--- config.mk ---
export PLATFORM = sky130hd
export DESIGN_NAME = fpu_share_ctrl
export DESIGN_NICKNAME = d
export VERILOG_FILES = /design/src/rtl/fpu_share_pkg.sv /design/src/rtl/fpu_share_ctrl_rr_arbiter.sv /design/src/rtl/fpu_share_ctrl.sv
export SDC_FILE = /design/constraint.sdc
export NUM_CORES = 1
export LEC_CHECK = 0
export ABC_AREA = 1
export CAP_MARGIN = 20
export CORE_MARGIN = 5
export CORE_UTILIZATION = 25
export CTS_BUF_LIST = sky130_fd_sc_hd__clkbuf_8
export DETAILED_ROUTE_END_ITERATION = 16
export GPL_TIMING_DRIVEN = 0
export PLACE_DENSITY_LB_ADDON = 0.12
export SYNTH_ARGS = -nofsm -noshare
export SYNTH_HDL_FRONTEND = slang
export SYNTH_SLANG_ARGS = --single-unit
--- constraint.sdc ---
create_clock -name CLK -period 2.9 [get_ports CLK]
set_input_delay 0.29 -clock CLK [delete_from_list [all_inputs] [get_ports CLK]]
set_output_delay 0.29 -clock CLK [all_outputs]
set_load 0.02 [all_outputs]
--- src/rtl/fpu_share_pkg.sv ---
// Shared types and default widths for the FPU sharing sequencer.
package fpu_share_pkg;

  typedef enum logic [1:0] {
    IDLE  = 2'd0,
    ISSUE = 2'd1,
    WAIT  = 2'd2,
    RESP  = 2'd3
  } fsm_state_e;

  localparam int DATA_W_DEF  = 32;
  localparam int SEL_W_DEF   = 3;
  localparam int TIMEOUT_DEF = 64;

endpackage

--- src/rtl/fpu_share_ctrl_rr_arbiter.sv ---
// Round-robin search: first set request at or above ptr_i, wrapping around.
module rr_arbiter #(
  parameter int N  = 2,
  parameter int IW = (N > 1) ? $clog2(N) : 1
) (
  input  logic [N-1:0]  req_i,
  input  logic [IW-1:0] ptr_i,
  output logic [N-1:0]  gnt_o,
  output logic [IW-1:0] idx_o,
  output logic          any_o
);

  logic found;

  always_comb begin
    gnt_o = '0;
    idx_o = '0;
    found = 1'b0;
    for (int k = 0; k < N; k++) begin
      if (!found && req_i[IW'((int'(ptr_i) + k) % N)]) begin
        found = 1'b1;
        gnt_o[IW'((int'(ptr_i) + k) % N)] = 1'b1;
        idx_o = IW'((int'(ptr_i) + k) % N);
      end
    end
  end

  assign any_o = |req_i;

endmodule

--- src/rtl/fpu_share_ctrl.sv ---
// Shares one single-issue FPU between NUM_REQ requesters (IDLE->ISSUE->WAIT->RESP).
// Optional WAIT timeout enabled by defining FPU_SHARE_TIMEOUT_EN.
module fpu_share_ctrl
  import fpu_share_pkg::*;
#(
  parameter int DATA_W  = DATA_W_DEF,
  parameter int NUM_REQ = 2,
  parameter int SEL_W   = SEL_W_DEF,
  parameter int TIMEOUT = TIMEOUT_DEF
) (
  input  logic                      CLK,
  input  logic                      RSTN,
  input  logic [NUM_REQ-1:0]        req_valid,
  output logic [NUM_REQ-1:0]        req_ready,
  input  logic [NUM_REQ*DATA_W-1:0] req_op1,
  input  logic [NUM_REQ*DATA_W-1:0] req_op2,
  input  logic [NUM_REQ*SEL_W-1:0]  req_sel,
  output logic [NUM_REQ-1:0]        rsp_valid,
  output logic [DATA_W-1:0]         rsp_result,
  output logic                      rsp_err,
  output logic                      busy,
  output logic [DATA_W-1:0]         fpu_op1,
  output logic [DATA_W-1:0]         fpu_op2,
  output logic [SEL_W-1:0]          fpu_sel,
  output logic                      fpu_start,
  input  logic [DATA_W-1:0]         fpu_result,
  input  logic                      fpu_valid
);

  localparam int IW = (NUM_REQ > 1) ? $clog2(NUM_REQ) : 1;

  if (NUM_REQ < 2 || TIMEOUT < 2) begin : g_bad_cfg
    $error("fpu_share_ctrl: NUM_REQ and TIMEOUT must both be >= 2");
  end

  fsm_state_e          state_q, state_d;
  logic [IW-1:0]       rr_ptr_q, rr_ptr_d, gidx_q, gidx_d;
  logic [DATA_W-1:0]   op1_q, op1_d, op2_q, op2_d, res_q, res_d;
  logic [SEL_W-1:0]    sel_q, sel_d;
  logic [NUM_REQ-1:0]  arb_gnt, rdy_c;
  logic [IW-1:0]       arb_idx;
  logic                arb_any;

  logic [DATA_W-1:0] op1_a [NUM_REQ];
  logic [DATA_W-1:0] op2_a [NUM_REQ];
  logic [SEL_W-1:0]  sel_a [NUM_REQ];

  for (genvar i = 0; i < NUM_REQ; i++) begin : g_slice
    assign op1_a[i] = req_op1[i*DATA_W +: DATA_W];
    assign op2_a[i] = req_op2[i*DATA_W +: DATA_W];
    assign sel_a[i] = req_sel[i*SEL_W +: SEL_W];
  end

  rr_arbiter #(.N(NUM_REQ), .IW(IW)) u_arb (
    .req_i (req_valid),
    .ptr_i (rr_ptr_q),
    .gnt_o (arb_gnt),
    .idx_o (arb_idx),
    .any_o (arb_any)
  );

`ifdef FPU_SHARE_TIMEOUT_EN
  localparam int CW = $clog2(TIMEOUT + 1);
  logic [CW-1:0] tcnt_q, tcnt_d;
  logic          err_q, err_d;
`endif

  always_comb begin
    state_d   = state_q;
    rr_ptr_d  = rr_ptr_q;
    gidx_d    = gidx_q;
    op1_d     = op1_q;
    op2_d     = op2_q;
    sel_d     = sel_q;
    res_d     = res_q;
    rdy_c     = '0;
    rsp_valid = '0;
    fpu_start = 1'b0;
`ifdef FPU_SHARE_TIMEOUT_EN
    tcnt_d    = tcnt_q;
    err_d     = err_q;
`endif
    case (state_q)
      IDLE: begin
        rdy_c = arb_gnt;
        if (arb_any) begin
          gidx_d  = arb_idx;
          op1_d   = op1_a[arb_idx];
          op2_d   = op2_a[arb_idx];
          sel_d   = sel_a[arb_idx];
          state_d = ISSUE;
        end
      end
      ISSUE: begin
        fpu_start = 1'b1;
        state_d   = WAIT;
`ifdef FPU_SHARE_TIMEOUT_EN
        tcnt_d    = '0;
`endif
      end
      WAIT: begin
        if (fpu_valid) begin
          res_d   = fpu_result;
          state_d = RESP;
`ifdef FPU_SHARE_TIMEOUT_EN
          err_d   = 1'b0;
        end else if (tcnt_q == CW'(TIMEOUT - 1)) begin
          // a result arriving on the last allowed cycle still wins (branch above)
          res_d   = '0;
          err_d   = 1'b1;
          state_d = RESP;
        end else begin
          tcnt_d  = tcnt_q + 1'b1;
`endif
        end
      end
      RESP: begin
        rsp_valid[gidx_q] = 1'b1;
        rr_ptr_d = (gidx_q == IW'(NUM_REQ - 1)) ? '0 : gidx_q + 1'b1;
        state_d  = IDLE;
      end
      default: state_d = IDLE;
    endcase
  end

  always_ff @(posedge CLK or negedge RSTN) begin
    if (!RSTN) begin
      state_q  <= IDLE;
      rr_ptr_q <= '0;
      gidx_q   <= '0;
      op1_q    <= '0;
      op2_q    <= '0;
      sel_q    <= '0;
      res_q    <= '0;
    end else begin
      state_q  <= state_d;
      rr_ptr_q <= rr_ptr_d;
      gidx_q   <= gidx_d;
      op1_q    <= op1_d;
      op2_q    <= op2_d;
      sel_q    <= sel_d;
      res_q    <= res_d;
    end
  end

`ifdef FPU_SHARE_TIMEOUT_EN
  always_ff @(posedge CLK or negedge RSTN) begin
    if (!RSTN) begin
      tcnt_q <= '0;
      err_q  <= 1'b0;
    end else begin
      tcnt_q <= tcnt_d;
      err_q  <= err_d;
    end
  end
  assign rsp_err = err_q;
`else
  assign rsp_err = 1'b0;
`endif

  // ready is combinational off req_valid, so hold it low while reset is asserted
  assign req_ready  = RSTN ? rdy_c : '0;
  assign busy       = (state_q != IDLE);
  assign rsp_result = res_q;
  assign fpu_op1    = op1_q;
  assign fpu_op2    = op2_q;
  assign fpu_sel    = sel_q;

endmodule

==> results of run 1 <==
-- cells by family after synthesis --
kind of cell               synth area share
AOI/OAI and AO/OA                  0.004262
adders and majority gates           0.01253
buffers and inverters               0.05039
DFF                                  0.5164
other                             0.0007513
and+or+nand+nor                      0.4156
-- registers in the layout (all words and copies together) (netlist names) --
register	flops
rsp_result	32
rr_ptr_q	1
fpu_op2	32
state_q	2
fpu_sel	3
fpu_op1	32
gidx_q	1
-- cell type report --
class | count | share of cell area
multi-input combinational | 527 | 0.2604
timing repair buffer | 275 | 0.3350
clock buffer | 9 | 0.01489
tap | 265 | 0.03987
buffer | 50 | 0.02663
sequential | 103 | 0.3099
clock inverter | 7 | 0.009628
inverter | 8 | 0.003611
-- timing repair --
action	4_1_cts	5_1_grt
setup endpoints to repair	0	1
endpoints found under the hold margin	35	0
hold buffers	1	0
-- path summary, 6_finish.rpt --
path	to	slack (ps)	depth (start not counted)
max reg2reg	rsp_result[4]$_DFFE_PN0P_	1050	7
min reg2reg	rsp_result[30]$_DFFE_PN0P_	480	2
max	req_ready[0]	290	6
max in group asynchronous	state_q[0]$_DFFE_PN0P_	1920	3
min	rsp_result[31]$_DFFE_PN0P_	330	3
min in group asynchronous	fpu_op2[23]$_DFFE_PN0P_	390	2
-- worst min-delay path, cell delays in order --
cell	delay [ps]
clkbuf_1	190
nand3_1	140
nand2_1	50
-- per-layer routing --
| metal | wire [um] | vias up | GRT usage |
|---|---|---|---|
| met4 | 241 | 0 | 0.04352 |
| met5 | 0 | - | 0 |
| met1 | 8544 | 2376 | 0.2109 |
| met3 | 2100 | 15 | 0.05775 |
| met2 | 8738 | 195 | 0.2649 |
| li1 | - | 2691 | - |
-- synthesized netlist by cell type, drive strengths merged --
library cell    n  area [um2]
buf            23       120.1
clkbuf         27       101.4
conb            1       3.750
dfrtp         103        2577
ha              5       62.56
inv             8       30.03
nand2         412        1546
nand3         101       505.5
nor2            3       11.26
nor3            1       5.000
o21ai           2       21.27
or2             1       6.260
-- metrics by stage --
step | instance area (um2) | TNS [ps] | hold slack [ps]
4_1_cts | 8292 | 0 | 297.9
3_5_place_dp | 8078 | 0 | 227.3
5_1_grt | 8317 | 0 | 337.4
2_1_floorplan | 4995 | 0 | -5.591
6_report | 8317 | 0 | 327.4
3_3_place_gp | 8049 | -307290 | 452.9
-- power by group through the flow --
stage | sequential [mW] | clock (mW) | combinational, mW
after detailed placement | 2.50 | 0 | 4.52
after CTS | 2.49 | 1.01 | 4.54
after global routing | 2.58 | 1.08 | 4.87
after global placement | 2.48 | 0 | 4.52
after floorplan | 3.27 | 0 | 1.49
final | 2.48 | 0.967 | 4.45
-- cells in the final DEF (no fill, tap or decap) --
cell type / n
nand2_1: 412
buf_1: 4
nor3_1: 1
bufinv_16: 1
clkdlybuf4s50_1: 271
inv_8: 1
clkbuf_8: 9
inv_1: 7
nand3_1: 101
clkinv_4: 2
clkbuf_16: 1
or2_2: 1
o21ai_4: 1
buf_4: 4
dlygate4sd3_1: 1
buf_16: 1
dfrtp_1: 103
buf_2: 15
o21ai_0: 1
nor2_1: 3
clkinvlp_4: 1
inv_2: 1
clkbuf_1: 27
ha_1: 5
conb_1: 2
inv_6: 1
buf_6: 1
clkinv_2: 1
==> results_dict.tcl, run 1 <==
set metrics [dict create \
    status "completed" \
    vias_per_cell 4.242 \
    cpLargestDelayFamily "buffers and inverters" \
    place_ws_ps 565.6 \
    start_util 0.2548 \
    synth.avg_cell_area_um2 7.265 \
    portBuffers 272 \
    final-hold-violation-count 0 \
    die_area_mm2 0.02289 \
    max-vdd-ir-drop_mv 0.3888 \
    layout.nets 1150 \
    startpoint "RSTN" \
    grt_max_degree 70 \
    grt_pass1_wl_um 29210 \
    clock_latency_ps 380 \
    setup_viol 0 \
    drive_gt1_frac 0.04188 \
    seq_area_mm2 0.002577 \
    wl_per_cell_um 15.78 \
    syn2layout_area_growth_pct 66.63 \
    antenna_cells 0 \
    fp.dieW_um 151.3 \
    drc 0 \
    cap_violations 0 \
    crit_arrival_ps 2320 \
    ys_seq_area_frac 0.5164 \
    slew_headroom 0.5831 \
    syn_inst 687 \
    drt_wl_total_um 19630 \
    start_kind "input port" \
    drtPass1Iterations 4 \
    p_clk_frac 0.122 \
    period_needed_ps 2612 \
    fin_crit_sh 0.9006 \
    hpwl_um 14720 \
    fmaxAchievable_mhz 382.9 \
    dr_total_vias 5277 \
    tritoncts "built" \
    finalWorstSetupSlack_ps 288.2 \
    endpoint_kind "output port" \
    nFillCells 2062 \
    boundaryPins 277 \
    multi_input_area_mm2 0.002166 \
    clk_path_buf_depth 2 \
    grt-ovfl-total 0 \
    r2r-start "state_q[0]$_DFFE_PN0P_" \
    post_cts_buffers 0 \
    critical_path.max_fanout 37 \
    routabilityCongestion 0.7915 \
    worstMarginPinSlew_ps 625.3 \
    final-max-slew-violation-count 0 \
    cp_data_required_time_ps 2610 \
    path_cells "dlygate4sd3_1 > buf_6 > buf_16 > nand2_1 > nor3_1 > clkdlybuf4s50_1" \
    syn-cell-area_mm2 0.004991 \
    synth-seq-cells 103 \
    grt_pass1_vias 5210 \
    stdcell_count 1244 \
    yosys_warnings 0 \
    ys_types 16 \
    placedCellCount 1226 \
    cts_buffers 9 \
    ctsResizeCount 0 \
    coreArea_mm2 0.01959 \
    ant_nets 0 \
    powerDensity_mw_per_mm2 949.4 \
    clock_sinks 103 \
    power_leakage_nw 4.132 \
    combPwrFrac 0.563 \
    path_class "input port to output port" \
    slowest_delay_ps 630 \
    power.total_mw 7.896 \
    path_buf_inv 4 \
    rsz0062_at_grt "no" \
    switching_share 0.4384 \
    worstHoldStart "fpu_valid" \
    final_util 0.4245 \
    drt_iter0_drc 191 \
    num_rows 51 \
    hp-class "input port to flop" \
    cp_slowest_cell "clkdlybuf4s50_1" \
    p_sw_mw 3.462 \
    cts_root_buf "clkbuf_8" \
    clk_pin_slew_ps 100 \
    htreeDepth 3 \
    seqPwrFrac 0.314 \
    die_h_um 151.3 \
    internal_power_mw 4.435 \
    finClkSkew_ps 12.29 \
    grtUsageTotal 0.1647 \
    antenna_found_initial 0 \
]
No activity file was read; power rests on OpenSTA's default activity.
==> run 2, diff against run 1 <==
Settings changed: CTS_BUF_LIST sky130_fd_sc_hd__clkbuf_8 to not set.
==> run 2 against run 1 <==
Worst hold slack improved by 30 ps. Clock power grew 30%. Sequential power hardly changed. Critical path depth unchanged. Final cell count is the same. Largest power group unchanged. Power grew 3.8%. Wire length fell by 0.13%. Design area grew 1.2%. Combinational power is essentially flat. Core utilization up 0.52 points. Die area stayed put.
==> results_dict.tcl, run 2 (synthesis results as in run 1) <==
set metrics [dict create \
    power.total_mw 8.195 \
    max-vdd-ir-drop_mv 0.4530 \
    cap_violations 0 \
    internal_power_mw 4.709 \
    drc 0 \
    switching_share 0.4253 \
    final-hold-violation-count 0 \
    final-max-slew-violation-count 0 \
    p_sw_mw 3.485 \
    drive_gt1_frac 0.04188 \
    start_kind "input port" \
    vias_per_cell 4.244 \
    hp-class "input port to flop" \
    start_util 0.2548 \
    boundaryPins 277 \
    period_needed_ps 2612 \
    endpoint_kind "output port" \
    crit_arrival_ps 2320 \
    fmaxAchievable_mhz 382.8 \
    clock_latency_ps 350 \
    path_cells "dlygate4sd3_1 > buf_6 > buf_16 > nand2_1 > nor3_1 > clkdlybuf4s50_1" \
    routabilityCongestion 0.7915 \
    grt_max_degree 70 \
    syn2layout_area_growth_pct 68.66 \
    finClkSkew_ps 6.077 \
    slowest_delay_ps 630 \
    power_leakage_nw 4.178 \
    antenna_found_initial 0 \
    p_clk_frac 0.154 \
    hold_depth 3 \
    drtPass1Iterations 4 \
    place_ws_ps 565.6 \
    clock_sinks 103 \
    setup_viol 0 \
    hpwl_um 14720 \
    slew_headroom 0.5864 \
    reg2regPathDepth 7 \
    htreeDepth 3 \
    tritoncts "built" \
    powerDensity_mw_per_mm2 973.4 \
    nFillCells 2047 \
    final_area_mm2 0.008418 \
    dpl_cell_area_mm2 0.008078 \
    finalWorstSetupSlack_ps 287.9 \
    worstMarginPinSlew_ps 620.4 \
    clk_path_buf_depth 2 \
    critical_path.max_fanout 37 \
    cp_slowest_cell "clkdlybuf4s50_1" \
    layout.nets 1150 \
    antenna_cells 0 \
    grt_pass1_vias 5208 \
    grtUsageTotal 0.1652 \
    num_rows 51 \
    hold_path_end "rsp_result[31]$_DFFE_PN0P_" \
    r2r_end "rsp_result[4]$_DFFE_PN0P_" \
    cp_data_required_time_ps 2610 \
    final_common_cell "nand2_1" \
    drt_iter0_drc 167 \
    cts_buffers 9 \
    cts_root_buf "clkbuf_16" \
    setup_tns_ps 0 \
    seqPwrFrac 0.303 \
    hold_slack_ps 357.7 \
    status "completed" \
    grt_pass1_wl_um 29250 \
    r2r-start "state_q[0]$_DFFE_PN0P_" \
    clk_pin_slew_ps 70 \
    rsz0062_at_grt "no" \
    combPwrFrac 0.543 \
    reg2reg_slack_ps 1060 \
    wl_per_cell_um 15.76 \
    path_class "input port to output port" \
    die_area_mm2 0.02289 \
    fin_crit_sh 0.9007 \
    coreArea_mm2 0.01959 \
    die_h_um 151.3 \
    worstHoldStart "fpu_valid" \
    fp.dieW_um 151.3 \
    grt-ovfl-total 0 \
    dr_total_vias 5280 \
    most-common-layout-cells "412 x nand2_1, 271 x clkdlybuf4s50_1, 103 x dfrtp_1, 101 x nand3_1, 27 x clkbuf_1" \
    portBuffers 272 \
    ant_nets 0 \
    drt_wl_total_um 19600 \
]
==> run 2: timing repair <==
action                                 CTS  global route
endpoints found under the hold margin   35             0
resized for setup                        0             0
hold buffers                             1             0
buffers inserted                         0             0
setup endpoints to repair                0             1
==> run 2: stage by stage <==
step                      cells  utilization
after floorplan             688            -
after global placement     1225       0.4109
after detailed placement   1226       0.4123
after CTS                  1243       0.4284
after global routing       1244       0.4297
final                      1244       0.4297
==> run 2: worst max-delay path, delay by kind of cell <==
family	cells	cell delay, ps
buf+inv	4	1810
simple gates	2	210
==> run 2: worst max path at each step <==
stage	end	slack, ps	cells after the start	from
2_1_floorplan	req_ready[0]	1260	5	req_valid[0]
3_3_place_gp	req_ready[0]	-3050	4	RSTN
3_5_place_dp	req_ready[0]	570	6	req_valid[0]
4_1_cts	req_ready[0]	100	6	RSTN
5_1_grt	req_ready[0]	110	6	RSTN
6_report	req_ready[0]	290	6	RSTN
==> run 2: layer usage <==
metal | track usage | routed length (um)
met1 | 0.2115 | 8487
met2 | 0.2647 | 8757
met3 | 0.05775 | 2094
met4 | 0.04624 | 260
met5 | 0 | 0
==> run 2: cell type report <==
type                            instances  area [um2]  share of cell area
Clock buffer                            9       225.2             0.02675
Clock inverter                          7       80.08            0.009512
Buffer                                 50       221.5             0.02631
Multi-Input combinational cell        527        2166              0.2573
Sequential cell                       103        2577              0.3062
Tap cell                              265       331.6             0.03939
Inverter                                8       30.03            0.003567
Timing Repair Buffer                  275        2786              0.3310
==> run 2: power groups by stage <==
stage	Sequential, mW	Combinational [mW]	Clock (mW)
finish	2.48	4.45	1.26
global route	2.58	4.87	1.39
CTS	2.49	4.54	1.32
detailed placement	2.50	4.52	0
global placement	2.48	4.52	0
floorplan	3.27	1.49	0
